==> src/rtl/dmem_apb_arbiter.sv <==
// Shares one data-memory APB master between two requesters: per-port request buffers,
// round-robin grant, lane strobes/replication, read-data alignment and error reporting.
module dmem_apb_arbiter #(
  parameter int unsigned TIMEOUT = 64
) (
  input  logic             clk,
  input  logic             rst,
  input  logic [1:0]       start_i,
  input  logic [1:0]       dir_i,
  input  logic [1:0][1:0]  size_i,
  input  logic [1:0][31:0] addr_i,
  input  logic [1:0][31:0] wdata_i,
  output logic [1:0]       ready_o,
  output logic [1:0]       valid_o,
  output logic [1:0]       err_o,
  output logic [31:0]      rdata_o,
  output logic [31:0]      paddr_o,
  output logic             psel_o,
  output logic             penable_o,
  output logic             pwrite_o,
  output logic [31:0]      pwdata_o,
  output logic [3:0]       pstrb_o,
  input  logic [31:0]      prdata_i,
  input  logic             pready_i,
  input  logic             pslverr_i
);

  localparam int unsigned CntW = $clog2(TIMEOUT + 1);

  typedef enum logic [1:0] {StIdle, StSetup, StAccess, StDone} state_e;

  state_e           state_q;
  logic [1:0]       pend_q;
  logic [1:0]       mis_q;
  logic [1:0]       bdir_q;
  logic [1:0][1:0]  bsize_q;
  logic [1:0][31:0] baddr_q;
  logic [1:0][31:0] bwdata_q;
  logic             last_q;
  logic             gnt_q;
  logic [CntW-1:0]  cnt_q;

  logic [1:0]       legal;
  logic             grant_sel;
  logic             done_next;

  function automatic logic misaligned(input logic [1:0] size, input logic [1:0] a);
    return (size == 2'd3) || ((size == 2'd1) && a[0]) || ((size == 2'd2) && (a != 2'b00));
  endfunction

  function automatic logic [3:0] strobe(input logic [1:0] size, input logic [1:0] a);
    logic [3:0] s;
    case (size)
      2'd0:    s = 4'b0001 << a;
      2'd1:    s = 4'b0011 << a;
      default: s = 4'b1111;
    endcase
    return s;
  endfunction

  function automatic logic [31:0] lanes(input logic [1:0] size, input logic [31:0] w);
    logic [31:0] r;
    case (size)
      2'd0:    r = {4{w[7:0]}};
      2'd1:    r = {2{w[15:0]}};
      default: r = w;
    endcase
    return r;
  endfunction

  function automatic logic [31:0] align(input logic [1:0] size, input logic [1:0] a,
                                        input logic [31:0] d);
    logic [31:0] s;
    logic [31:0] r;
    s = d >> {a, 3'b000};
    case (size)
      2'd0:    r = {24'h0, s[7:0]};
      2'd1:    r = {16'h0, s[15:0]};
      default: r = s;
    endcase
    return r;
  endfunction

  assign ready_o = ~pend_q;

  always_comb begin
    legal = pend_q & ~mis_q;
    if (legal == 2'b11) begin
      grant_sel = ~last_q;
    end else begin
      grant_sel = legal[1];
    end
    done_next = (state_q == StAccess) && (pready_i || (cnt_q == CntW'(TIMEOUT - 1)));
  end

  // A buffer is released on the edge that ends its completion pulse.
  always_ff @(posedge clk) begin
    if (rst) begin
      pend_q   <= '0;
      mis_q    <= '0;
      bdir_q   <= '0;
      bsize_q  <= '0;
      baddr_q  <= '0;
      bwdata_q <= '0;
    end else begin
      for (int p = 0; p < 2; p++) begin
        if (start_i[p] && !pend_q[p]) begin
          pend_q[p]   <= 1'b1;
          mis_q[p]    <= misaligned(size_i[p], addr_i[p][1:0]);
          bdir_q[p]   <= dir_i[p];
          bsize_q[p]  <= size_i[p];
          baddr_q[p]  <= addr_i[p];
          bwdata_q[p] <= wdata_i[p];
        end else if (valid_o[p]) begin
          pend_q[p] <= 1'b0;
        end
      end
    end
  end

  always_ff @(posedge clk) begin
    if (rst) begin
      state_q   <= StIdle;
      last_q    <= 1'b1;
      gnt_q     <= 1'b0;
      cnt_q     <= '0;
      psel_o    <= 1'b0;
      penable_o <= 1'b0;
      pwrite_o  <= 1'b0;
      paddr_o   <= '0;
      pwdata_o  <= '0;
      pstrb_o   <= '0;
      valid_o   <= '0;
      err_o     <= '0;
      rdata_o   <= '0;
    end else begin
      valid_o <= '0;
      err_o   <= '0;
      rdata_o <= '0;
      // Illegal requests answer directly, yielding to a bus completion on the shared rdata.
      for (int p = 0; p < 2; p++) begin
        if (pend_q[p] && mis_q[p] && !valid_o[p] && !done_next) begin
          valid_o[p] <= 1'b1;
          err_o[p]   <= 1'b1;
        end
      end
      unique case (state_q)
        StIdle: begin
          if (|legal) begin
            gnt_q     <= grant_sel;
            last_q    <= grant_sel;
            state_q   <= StSetup;
            psel_o    <= 1'b1;
            penable_o <= 1'b0;
            pwrite_o  <= bdir_q[grant_sel];
            paddr_o   <= {baddr_q[grant_sel][31:2], 2'b00};
            pwdata_o  <= bdir_q[grant_sel] ? lanes(bsize_q[grant_sel], bwdata_q[grant_sel])
                                           : 32'h0;
            pstrb_o   <= bdir_q[grant_sel] ? strobe(bsize_q[grant_sel],
                                                    baddr_q[grant_sel][1:0]) : 4'b0000;
          end
        end
        StSetup: begin
          penable_o <= 1'b1;
          cnt_q     <= '0;
          state_q   <= StAccess;
        end
        StAccess: begin
          if (pready_i) begin
            state_q        <= StDone;
            psel_o         <= 1'b0;
            penable_o      <= 1'b0;
            valid_o[gnt_q] <= 1'b1;
            err_o[gnt_q]   <= pslverr_i;
            rdata_o        <= bdir_q[gnt_q] ? 32'h0
                              : align(bsize_q[gnt_q], baddr_q[gnt_q][1:0], prdata_i);
          end else if (cnt_q == CntW'(TIMEOUT - 1)) begin
            state_q        <= StDone;
            psel_o         <= 1'b0;
            penable_o      <= 1'b0;
            valid_o[gnt_q] <= 1'b1;
            err_o[gnt_q]   <= 1'b1;
          end else begin
            cnt_q <= cnt_q + CntW'(1);
          end
        end
        StDone: begin
          state_q <= StIdle;
        end
        default: state_q <= StIdle;
      endcase
    end
  end

endmodule

==> config.mk <==
export PLATFORM = sky130hd
export DESIGN_NAME = dmem_apb_arbiter
export DESIGN_NICKNAME = d
export VERILOG_FILES = /design/src/rtl/dmem_apb_arbiter.sv
export SDC_FILE = /design/constraint.sdc
export NUM_CORES = 1
export LEC_CHECK = 0
export CORE_MARGIN = 2
export CORE_UTILIZATION = 44
export DETAILED_ROUTE_END_ITERATION = 10
export GPL_TIMING_DRIVEN = 0
export PLACE_DENSITY = 0.81
export SYNTH_ARGS = -nofsm -noshare
export SYNTH_HDL_FRONTEND = slang
export SYNTH_SLANG_ARGS = --single-unit
==> constraint.sdc <==
create_clock -name clk -period 1.7 [get_ports clk]
set_input_delay 0.425 -clock clk [delete_from_list [all_inputs] [get_ports clk]]
set_output_delay 0.425 -clock clk [all_outputs]
set_load 0.05 [all_outputs]
==> run_results.csv, run 1 <==
group,metric,value,unit
die,initial_core_util,44.4,%
synth,netlist_area,10700,sq um
sta,rsz0062_at_grt,"true",
die,die_x,160,microns
setup_path,cp_slowest_cell,"or4b_4",
die,rows,57,
synth,synth_ff_type,"dfxtp_1",
power,leakage,5.96,nW
placed_design,io_buffers,278,
run,cap_violations,0,
synth,ys_seq_area_share,47.6,%
clock_network,clock_path_buffers,3,
layout,area_growth,45.2,%
setup_path,critPathTopFamily,"simple AND/OR/NAND/NOR gates",
detailed_routing,drtPass1Iterations,7,
global_route,groute.usage.overall,29.4,%
layout,fin_area,15500,sq um
synth,synth_cell_types,58,
clock_network,clock-sinks,254,
synth,synth_top_cell_area_share,47.6,%
setup_path,cp_cell_sequence,"mux2_4 > or4b_4 > nor2_8 > and2_4",
detailed_routing,wirelength,39800,microns
detailed_routing,vias,11200,
setup_path,critPathMaxFanout,8,
global_route,grt_max_degree,14,
setup_path,startpoint,"gnt_q",
synth,synth_seq_cells,254,
synth,synth.avg_cell_area,8.05,sq um
synth,postSynthCellCount,1326,
placed_design,gp_congestion,0.957,
placed_design,dp_cells,1929,
sta,period_needed,1.76,ns
sta,relSlewSlack,50.2,%
setup_path,crit_buf_inv,0,
outcome,outcome,"complete, but fails checks",
synth,yosys.area.top_type,"dfxtp_1",
die,core-area,24000,sq um
setup_path,r2r_slack,-0.06,ns
sta,fmax,570,MHz
synth,synth.most_common_cell,"nand2_1",
setup_path,max_stage_delay,0.63,ns
sta,fin_crit_sh,103,%
setup_path,startpoint_type,"flop",
die,die_area,25500,sq um
sta,fin_setup_tns,-0.355,ns
sta,setup_viol,9,
clock_network,cts-root-buf,"clkbuf_16",
setup_path,cp-endpoint,"rdata_o[28]",
clock_network,cts_tree,"done",
detailed_routing,viasPerCell,5.63,
synth,synth-edff-count,0,
detailed_routing,drtIter0Drc,1109,
die,fp.dieH,160,microns
sta,final-hold-violation-count,0,
placed_design,dp_slack,-1.13,ns
synth,yosysWarnings,0,
detailed_routing,wl_per_cell,20.0,microns
layout,stdcell_count,1996,
setup_path,end_kind,"flop",
die,io-pin-count,281,
power,ir_drop,0.000719,V
sta,tightestPinTransition,0.746,ns
setup_path,crit_cells,4,
clock_network,hold_buffers,0,
sta,finalClockSkew,0.0166,ns
global_route,grt_overflow,0,
global_route,antenna_found_initial,2,
layout,postLayoutCoreUtil,64.5,%
setup_path,arrival,2.24,ns
setup_path,reg2reg_from,"gnt_q",
outcome,violations,"setup timing",
global_route,grt_pass1_vias,11000,
layout,drive_gt1_share,22.6,%
synth,synthTopCellsByCount,"nand2_1, dfxtp_1, a21oi_1",
detailed_routing,ant_nets,0,
setup_path,r2r_end,"rdata_o[28]",
detailed_routing,drcViolationCount,0,
sta,layout_setup_ws,-0.0557,ns
clock_network,clk_pin_slew,0.06,ns
clock_network,cts_buffers,27,
layout,nets,1827,
sta,drv_slew,0,
setup_path,criticalPathCategory,"reg2reg",
synth,synth.area.top_cells,"dfxtp_1, nand2_1, a21oi_1",
power,p_per_area,1190,nW/um^2
worst_hold_path,hold_class,"in2reg",
synth,async_flop_share,0,%
setup_path,worstRegToRegCells,4,
global_route,grt_first_pass_wirelength,59600,microns
clock_network,htree_levels,1,
placed_design,placed_cell_area,13900,sq um
clock_network,clk_latency,0.55,ns
setup_path,required,2.18,ns
placed_design,dp_hpwl,28200,microns
stage by stage:
| stage | hold WS [ns] | total power, mW |
|---|---|---|
| floorplan | 0.431 | 9.88 |
| global placement | 0.439 | 11.6 |
| detailed placement | 0.447 | 11.7 |
| CTS | 0.426 | 18.1 |
| global route | 0.428 | 19.0 |
| finish | 0.423 | 18.4 |
state kept, by name, indices dropped and copies added, names as in the netlist, 4 cells and up:
register / count
bwdata_q: 64
cnt_q: 7
paddr_o: 30
baddr_q: 64
pstrb_o: 4
pwdata_o: 32
rdata_o: 32
bsize_q: 4
cells by family after synthesis:
| group | synth area share, % |
|---|---|
| adder cells (fa/ha/maj) | 0.586 |
| multiplexers | 5.80 |
| AO/OA/AOI/OAI | 18.2 |
| AND/OR/NAND/NOR | 22.5 |
| buffers and inverters | 5.31 |
| other | 0.0351 |
| flip-flops | 47.6 |
placed cells by master, fill, tap and decap left out, drive strengths merged, types with 2 or more instances in the layout:
| cell type | instances |
|---|---|
| inv | 29 |
| clkinv | 5 |
| o32ai | 16 |
| diode | 2 |
| mux2 | 34 |
| a2111oi | 8 |
| nand2 | 375 |
| nand4 | 8 |
| a311oi | 30 |
| nor3 | 15 |
| o21ai | 13 |
| mux2i | 22 |
| ha | 5 |
| clkbuf | 110 |
| or2 | 3 |
| nor2b | 28 |
| a211oi | 12 |
| conb | 2 |
| clkdlybuf4s15 | 37 |
| nor2 | 98 |
| buf | 109 |
| clkinvlp | 3 |
| nand3b | 4 |
| nand3 | 4 |
| and2 | 10 |
| bufinv | 2 |
| a41oi | 8 |
| clkdlybuf4s50 | 171 |
| clkdlybuf4s18 | 11 |
| o21a | 2 |
| a222oi | 8 |
| dfxtp | 254 |
| a21oi | 173 |
| a31oi | 14 |
| nand2b | 5 |
| or3 | 12 |
| o31ai | 2 |
| a22oi | 10 |
layer usage:
| metal | GRT usage (%) | wire [microns] | vias to the layer above | part of all wire, % |
|---|---|---|---|---|
| li1 | - | - | 5183 | - |
| met1 | 35.8 | 15600 | 5315 | 39 |
| met2 | 49.6 | 19000 | 596 | 48 |
| met3 | 5.40 | 3170 | 152 | 8.0 |
| met4 | 15.4 | 2070 | 0 | 5.2 |
| met5 | 0 | 0 | - | 0 |
final cells by class:
cell class                      instances  area [sq um]
Clock inverter                         11           118
Inverter                               28           114
Fill cell                            1974          8530
Timing Repair Buffer                  303          2790
Antenna cell                            2          5.00
Clock buffer                           38           787
Tap cell                              324           405
Multi-Input combinational cell        939          5570
Sequential cell                       254          5110
Buffer                                 97           599
power breakdown:
part           internal (mW)  switching [mW]
Clock                   3.53            2.49
Combinational           2.06            3.45
Sequential              6.49           0.417
how the worst min path moves through the flow:
stage / from / to / slack (ns) / depth (start not counted)
floorplan: cnt_q[6] / cnt_q[6] / 0.43 / 1
global route: addr_i[14] / baddr_q[14] / 0.43 / 3
finish: wdata_i[8] / bwdata_q[8] / 0.42 / 3
detailed placement: baddr_q[61] / baddr_q[61] / 0.45 / 2
global placement: cnt_q[6] / cnt_q[6] / 0.44 / 1
CTS: addr_i[19] / baddr_q[19] / 0.43 / 3
worst reg2reg max path: cells and delay by family, from the launching register on:
family        cells  cell delay (ns)
flops             1             0.38
simple gates      3             1.01
mux               1             0.31
timing repair:
action                     4_1_cts  5_1_grt
setup endpoints to repair      358      243
pin swaps                       27       14
buffers inserted                16        7
cloned                           2        1
resized for setup              549      171
hold endpoints to repair         0        0
Note: power is estimated with default switching activity, not from simulation.
==> run 2: changes to the inputs <==
--- a/config.mk
+++ b/config.mk
@@ -9,7 +9,7 @@
 export CORE_UTILIZATION = 44
 export DETAILED_ROUTE_END_ITERATION = 10
 export GPL_TIMING_DRIVEN = 0
-export PLACE_DENSITY = 0.81
+export PLACE_DENSITY = 0.82
 export SYNTH_ARGS = -nofsm -noshare
 export SYNTH_HDL_FRONTEND = slang
 export SYNTH_SLANG_ARGS = --single-unit
==> run 2 against run 1 <==
Core utilization up 1.2 points. The flow still finishes with violations (setup timing). Cell count up 0.45%. Critical endpoint is now rdata_o[31]. Wire length down 0.61%. Sequential power about the same. Clock power down 5.0%. Clock skew up 0.0025 ns. Largest power group unchanged. Critical path depth unchanged.
==> run_results.csv, run 2 (same netlist as run 1, synthesis figures left out) <==
group,metric,value,unit
sta,fin_crit_sh,103,%
detailed_routing,drcViolationCount,0,
setup_path,startpoint_type,"flop",
layout,postLayoutCoreUtil,65.7,%
clock_network,cts_buffers,27,
detailed_routing,highest_layer,"met4",
die,rows,57,
die,die_x,160,microns
power,ir_drop,0.000618,V
sta,finalClockSkew,0.0191,ns
setup_path,criticalPathCategory,"reg2reg",
setup_path,end_kind,"flop",
detailed_routing,wl_per_cell,19.7,microns
setup_path,critPathMaxFanout,8,
power,leakage,5.99,nW
die,fp.dieH,160,microns
detailed_routing,wirelength,39600,microns
global_route,grt_overflow,0,
sta,drv_slew,0,
clock_network,clk_pin_slew,0.06,ns
layout,final_cell_mix,"nand2_1, dfxtp_1, clkdlybuf4s50_1",
sta,relSlewSlack,50.0,%
sta,final-hold-violation-count,0,
global_route,grt_pass1_vias,10900,
clock_network,clock_path_buffers,3,
die,core-area,24000,sq um
detailed_routing,ant_nets,0,
layout,drive_gt1_share,23.9,%
detailed_routing,viasPerCell,5.69,
outcome,violations,"setup timing",
layout,nets,1840,
global_route,grt_max_degree,14,
setup_path,required,2.17,ns
global_route,antenna_found_initial,2,
power,p_per_area,1170,nW/um^2
layout,area_growth,47.9,%
placed_design,placed_cell_area,13900,sq um
layout,stdcell_count,2005,
die,die_area,25500,sq um
detailed_routing,wl_met3,3300,microns
global_route,grt_first_pass_wirelength,59400,microns
detailed_routing,drtIter0Drc,1160,
global_route,groute.usage.overall,29.1,%
layout,reg_top3,"baddr_q: 64 flops, bwdata_q: 64 flops",
sta,setup_viol,16,
sta,period_needed,1.76,ns
detailed_routing,drtPass1Iterations,6,
setup_path,arrival,2.23,ns
clock_network,clock-sinks,254,
placed_design,dp_hpwl,27900,microns
die,initial_core_util,44.4,%
layout,fin_area,15800,sq um
clock_network,hold_buffers,0,
clock_network,cts-root-buf,"clkbuf_16",
sta,hold_slack,0.427,ns
sta,tightestPinTransition,0.751,ns
layout,final_common_cell,"nand2_1",
detailed_routing,vias,11400,
detailed_routing,met2_length,18700,microns
run,cap_violations,0,
power,total_power,18.5,mW
placed_design,gp_congestion,0.953,
outcome,outcome,"complete, but fails checks",
detailed_routing,wl_met1,15500,microns
sta,layout_setup_ws,-0.0566,ns
clock_network,htree_levels,1,
clock_network,cts_tree,"done",
placed_design,dp_cells,1929,
placed_design,io_buffers,278,
worst_hold_path,hold_class,"in2reg",
sta,fmax,569,MHz
clock_network,clk_latency,0.54,ns
sta,rsz0062_at_grt,"true",
die,io-pin-count,281,
## run 2: cell count changes in the layout (fill, tap and decap cells not counted), sizes merged
cell / before / now
buf: 109 / 118
clkinv: 5 / 1
inv: 29 / 28
bufinv: 2 / 1
clkdlybuf4s18: 11 / 4
clkdlybuf4s15: 37 / 48
clkinvlp: 3 / 2
clkbuf: 110 / 113
## run 2: through the flow
step	setup TNS [ns]	setup slack, ns
6_report	-0.343	-0.0566
5_1_grt	-1.70	-0.0892
4_1_cts	-1.16	-0.0890
3_5_place_dp	-188.05	-1.09
3_3_place_gp	-184.48	-1.09
2_1_floorplan	0	0.0289
## run 2: layer usage
| metal | vias up | GRT usage (%) |
|---|---|---|
| met4 | 0 | 15.4 |
| met3 | 145 | 4.57 |
| met5 | - | 0 |
| li1 | 5220 | - |
| met2 | 689 | 48.5 |
| met1 | 5356 | 36.5 |
## run 2: critical path, stage by stage, from the launching register on
cell and delay (ns):
dfxtp_4 0.38, mux2_4 0.32, or4b_4 0.63, nor2_8 0.19
and2_4 0.18
## run 2: final cells by class
type	count	area [sq um]
Buffer	98	629
Inverter	28	114
Multi-Input combinational cell	939	5760
Clock buffer	41	808
Sequential cell	254	5100
Timing Repair Buffer	315	2910
Antenna cell	2	5.00
Clock inverter	4	51.3
Tap cell	324	405
Fill cell	1894	8250
## run 2: timing repair
action | 4_1_cts | 5_1_grt
resized for setup | 568 | 170
pin swaps | 35 | 29
gates cloned | 2 | 1
setup endpoints to repair | 358 | 225
setup buffers | 25 | 9
## run 2: worst paths after layout
check,start,cells past startpoint,end,slack [ns]
max,gnt_q,4,rdata_o[31],-0.06
min,wdata_i[61],3,bwdata_q[61],0.43
max reg2reg,gnt_q,4,rdata_o[31],-0.06
min reg2reg,baddr_q[29],2,baddr_q[29],0.46
## run 2: where the power goes
group          internal, mW  total [mW]  leakage, nW  switching (mW)
registers              6.49        6.89         2.08           0.398
clock network          3.39        5.72        0.420            2.33
logic                  2.26        5.87         3.50            3.62
total                  12.1        18.5         5.99            6.35
